--- src/rtl/hazard_ctrl.sv ---
// Hazard, stall, flush and forwarding control for the 5-stage MIPS pipeline.
// Also owns the halt sequence and saturating stall/flush debug counters.
module hazard_ctrl #(
  parameter int CNT_W = 16
) (
  input  logic             clk,
  input  logic             reset,
  input  logic [4:0]       rsD,
  input  logic [4:0]       rtD,
  input  logic             useRsD,
  input  logic             useRtD,
  input  logic             isBranchD,
  input  logic             PCSrcD,
  input  logic [4:0]       rsE,
  input  logic [4:0]       rtE,
  input  logic [4:0]       rwE,
  input  logic             RegWriteE,
  input  logic             MemtoRegE,
  input  logic [4:0]       rwM,
  input  logic             RegWriteM,
  input  logic             MemtoRegM,
  input  logic [4:0]       rwW,
  input  logic             RegWriteW,
  input  logic             StopW,
  output logic             StallF,
  output logic             StallD,
  output logic             FlushD,
  output logic             FlushE,
  output logic             isLWHazard,
  output logic [1:0]       ForwardAE,
  output logic [1:0]       ForwardBE,
  output logic             ForwardAD,
  output logic             ForwardBD,
  output logic             halted,
  output logic [CNT_W-1:0] stall_cnt,
  output logic [CNT_W-1:0] flush_cnt
);

  typedef enum logic {RUN, HALT} state_t;
  state_t state;

  logic match_e, match_m;
  logic lw_haz, br_haz, haz;

  // Register 0 is hardwired, so a zero destination never creates a dependency.
  assign match_e = (|rwE) && ((useRsD && (rsD == rwE)) || (useRtD && (rtD == rwE)));
  assign match_m = (|rwM) && ((useRsD && (rsD == rwM)) || (useRtD && (rtD == rwM)));

  assign lw_haz = MemtoRegE && RegWriteE && match_e;
  assign br_haz = isBranchD && ((RegWriteE && match_e) || (MemtoRegM && match_m));
  assign haz    = lw_haz || br_haz;

  // NOTE: every always_comb output gets a default first so no path leaves a latch.
  always_comb begin
    ForwardAE = 2'b00;
    ForwardBE = 2'b00;
    if (RegWriteM && (|rwM) && (rwM == rsE))      ForwardAE = 2'b10;
    else if (RegWriteW && (|rwW) && (rwW == rsE)) ForwardAE = 2'b01;
    if (RegWriteM && (|rwM) && (rwM == rtE))      ForwardBE = 2'b10;
    else if (RegWriteW && (|rwW) && (rwW == rtE)) ForwardBE = 2'b01;
  end

  // Branch operands in ID can only take ALU results from MEM; load data is not ready yet.
  assign ForwardAD = RegWriteM && !MemtoRegM && (|rwM) && (rwM == rsD);
  assign ForwardBD = RegWriteM && !MemtoRegM && (|rwM) && (rwM == rtD);

  always_comb begin
    StallF     = 1'b0;
    StallD     = 1'b0;
    FlushD     = 1'b0;
    FlushE     = 1'b0;
    isLWHazard = 1'b0;
    if (state == HALT) begin
      StallF = 1'b1;
      StallD = 1'b1;
      FlushE = 1'b1;
    end else begin
      StallF     = haz;
      StallD     = haz;
      FlushE     = haz;
      isLWHazard = lw_haz;
      // A stalled branch resolves again next cycle, so its flush waits until then.
      FlushD     = PCSrcD && !haz;
    end
  end

  // NOTE: sequential state uses non-blocking assignments so all registers update together.
  always_ff @(posedge clk or posedge reset) begin
    if (reset) begin
      state     <= RUN;
      halted    <= 1'b0;
      stall_cnt <= '0;
      flush_cnt <= '0;
    end else begin
      case (state)
        RUN: begin
          if (StopW) begin
            state  <= HALT;
            halted <= 1'b1;
          end
          if (StallD && (stall_cnt != '1)) stall_cnt <= stall_cnt + CNT_W'(1);
          if (FlushD && (flush_cnt != '1)) flush_cnt <= flush_cnt + CNT_W'(1);
        end
        HALT: begin
          state  <= HALT;
          halted <= 1'b1;
        end
        default: begin
          state  <= RUN;
          halted <= 1'b0;
        end
      endcase
    end
  end

endmodule

--- config.mk ---
export PLATFORM = sky130hd
export DESIGN_NAME = hazard_ctrl
export DESIGN_NICKNAME = d
export VERILOG_FILES = /design/src/rtl/hazard_ctrl.sv
export SDC_FILE = /design/constraint.sdc
export NUM_CORES = 1
export LEC_CHECK = 0
export CAP_MARGIN = 5
export CORE_ASPECT_RATIO = 0.8
export CORE_MARGIN = 2
export CORE_UTILIZATION = 40
export DETAILED_ROUTE_END_ITERATION = 8
export PLACE_DENSITY = 0.79
export REMOVE_ABC_BUFFERS = 1
export SLEW_MARGIN = 5
export SYNTH_ARGS = -nofsm -noshare
export SYNTH_HDL_FRONTEND = slang
export SYNTH_SLANG_ARGS = --single-unit
--- constraint.sdc ---
create_clock -name clk -period 2.67 [get_ports clk]
set_input_delay 0.534 -clock clk [delete_from_list [all_inputs] [get_ports clk]]
set_output_delay 0.534 -clock clk [all_outputs]
set_load 0.03 [all_outputs]
==> metrics.log <==
[metrics] Final HPWL DP: 5010 um
[metrics] net switching power of the design: 332 uW
[metrics] clock transition at the registers of the reported paths: 80 ps
[metrics] number of library cell types mapped by synthesis: 39
[metrics] detailed-route DRC error count: 0
[metrics] ys flop type: dfrtp_1
[metrics] count of warnings emitted by yosys: 0
[metrics] starting density of the core: 41.7%
[metrics] Cells on Worst Hold Path: 1
[metrics] leakage power figure: 1.61 nW
[metrics] CTS tree: yes
[metrics] Max-cap violations: 0
[metrics] total die area: 6320 sq um
[metrics] netlist area before placement: 2280 sq um
[metrics] global-route wire length before repair: 10400 um
[metrics] worst hold slack across all endpoints: 500 ps
[metrics] crit path capture type: primary output
[metrics] total power draw: 1.21 mW
[metrics] final critical delay including setup and external delays: 2670 ps
[metrics] cell count after synthesis: 229
[metrics] Max clock buf depth: 2
[metrics] Detailed Routing Iterations Pass 1: 4
[metrics] H-tree lvl count: 2
[metrics] largest cells by area after synthesis: dfrtp_1 (37%), xnor2_1 (15%), xor2_1 (11%)
[metrics] routability-driven placement congestion ratio: 0.959
[metrics] top achievable clock speed: 375 MHz
[metrics] Wirelength per Cell: 14.9 um
[metrics] I/O Buffers: 90
[metrics] number of register bits inferred by synthesis: 34
[metrics] pin count of the biggest net entering global routing: 35
[metrics] switch share: 27.5%
[metrics] Vias/cell: 4.96
[metrics] Cell Rows: 24
[metrics] worst path buffer plus inverter count: 2
[metrics] worst-path fanout max: 4
[metrics] Synth top area share: 37.3%
[metrics] worst ir drop on vdd: 0.000277 V
[metrics] logic depth of the worst setup path including buffers: 8
[metrics] Inserted Clock Buffers: 5
[metrics] outcome: complete, no violations
[metrics] share of post-route cells with drive strength above 1: 28.9%
[metrics] Setup violations, final: 0
[metrics] number of routed nets with antenna violations: 0
[metrics] area growth from synthesis to final layout: 63.5%
[metrics] share of power burned in combinational logic: 22.6%
[metrics] IO Pins: 91
[metrics] sequential fraction of the synthesis area: 37.3%
[metrics] number of diodes: 0
[metrics] Worst Max-Slew Pin Slew: 490 ps
[metrics] sum of routed wire length over all layers: 6500 um
[metrics] initial antenna violation count: 0
[metrics] width of the die: 88.4 um
[metrics] cell family with most CP delay: simple AND/OR/NAND/NOR gates
[metrics] clock share of power: 33.6%
[metrics] average cell area after synthesis: 9.95 sq um
[metrics] global-route congestion overflow total: 0
[metrics] global-route usage over all layers: 21.1%
[metrics] period utilisation layout: 99.9%
[metrics] CP Class: input port to primary output
[metrics] cell-by-cell listing of the critical path: dlygate4sd2_1 -> xnor2_1 -> nand4_1 -> o32ai_4 -> or3b_4 -> nand2_4 -> or2_4 -> buf_6
[metrics] clock root buffer: clkbuf_8
[metrics] Arrival @ worst endpoint: 2130 ps
[metrics] Post-Place Cells: 425
[metrics] worst clock skew: 11.9 ps
[metrics] core area: 5470 sq um
[metrics] data required time of the critical path: 2140 ps
[metrics] DRC marker count from the first detailed-route iteration: 58
[metrics] top cell type by total area after synthesis: dfrtp_1
[metrics] Int Power: 875 uW
[metrics] vias in the first global route: 2137
[metrics] HP Class: flip-flop to flip-flop
[metrics] clock sink total: 34
[metrics] later-pin clock latency in the skew report: 290 ps
[metrics] stage delay of the slowest cell on the critical path: 430 ps
[metrics] Reg2Reg Depth: 9
[metrics] post-route non-filler standard cell count: 435
[metrics] unrepaired setup endpoints after global routing: yes
[metrics] Max stage delay cell, worst path: or3b_4
[metrics] height of the die: 71.5 um
[metrics] final-report hold violation count: 0
[metrics] share of synthesized registers carrying an async set or reset: 100%
[metrics] number of vias after detailed routing: 2156
[metrics] number of synthesized flops with an enable pin: 0
[metrics] final max-slew violation count: 0
[metrics] element type at the critical path start: input port
[metrics] Slew headroom: 66.9%
[metrics] power density cells: 324 nW/um^2
[metrics] portion of total power attributed to sequential cells: 43.8%
[metrics] number of nets in the finished design: 405
==> synthesized netlist by cell type, drive strengths merged (2+ instances only) <==
library cell	count
xor2	28
clkbuf	2
nand2	15
mux2	4
nand3	22
dfrtp	34
o21ai	3
inv	7
nor4	13
or3	3
xnor2	40
or4	5
nor3	5
nand2b	3
nor2	11
ha	2
and3	3
buf	7
nand4	7
or2	2
and4	2
==> worst paths after layout <==
check / startpoint / to / slack [ps]
max: rsD[2] / FlushE / 4
max reg2reg: flush_cnt[0] / flush_cnt[0] / 590
min: flush_cnt[9] / flush_cnt[9] / 500
max in group asynchronous: reset / stall_cnt[11] / 1720
min in group asynchronous: reset / flush_cnt[3] / 640
min reg2reg: flush_cnt[9] / flush_cnt[9] / 500
==> per-layer routing <==
layer / vias to the layer above / routed length (um) / track usage [%]
met4: 0 / 100 / 5.05
li1: 1050 / - / -
met2: 54 / 3170 / 33.5
met5: - / 0 / 0
met3: 11 / 243 / 4.38
met1: 1041 / 2990 / 29.6
==> flip-flops by register name, summed over array words and instances (netlist names) <==
signal     flops
flush_cnt     16
state          1
halted         1
stall_cnt     16
==> area by class of cell <==
type                    count  area [sq um]
multi-input cells         179          1490
well taps                  78          97.6
clock buffers               6          82.6
repair buffers            129          1170
flip-flops and latches     34           851
fillers                   443          1740
clock inverters             2          12.5
inverters                   7          26.3
==> timing repair <==
action / CTS / global route
pin swaps: 15 / 17
gates resized for setup: 76 / 33
buffers inserted: 0 / 2
setup endpoints to repair: 27 / 6
hold buffers: 0 / 0
==> power by group through the flow <==
stage	Clock [mW]	Combinational (mW)	Sequential, mW
2_1_floorplan	0	0.0822	0.548
3_3_place_gp	0	0.245	0.538
3_5_place_dp	0	0.248	0.539
4_1_cts	0.411	0.247	0.529
5_1_grt	0.438	0.294	0.530
6_report	0.406	0.273	0.529
==> logic make-up after synthesis <==
| family | after synthesis | share of synthesized area, % |
|---|---|---|
| buf+inv | 16 | 4.06 |
| xor+xnor | 68 | 26.1 |
| flops | 34 | 37.3 |
| compound gates | 8 | 3.62 |
| fa+ha+maj | 2 | 1.10 |
| simple gates | 97 | 25.8 |
| mux | 4 | 1.98 |
==> cells in the final DEF (no fill, tap or decap), drive strengths merged, types with 2 or more instances in the layout <==
master,n
buf,57
clkdlybuf4s50,50
xnor2,40
dfrtp,34
xor2,28
nand3,22
dlygate4sd2,15
nand2,15
nor4,13
nor2,11
clkbuf,8
nand4,7
inv,7
nor3,5
or4,5
mux2,4
clkdlybuf4s15,4
and3,3
or3,3
nand2b,3
o21ai,3
and4,2
ha,2
or2,2
==> stage by stage <==
stage / setup WS [ps] / setup TNS, ps / utilization, % / instance area, sq um
finish: 3.99 / 0 / 68.2 / 3730
global route: -63.3 / -198 / 68.2 / 3730
CTS: 2.63 / 0 / 65.8 / 3600
detailed placement: -402 / -11240 / 63.7 / 3480
global placement: -364 / -9540 / 63.7 / 3480
floorplan: -526 / -1050 / - / 2210
No activity file was read; power rests on OpenSTA's default activity.
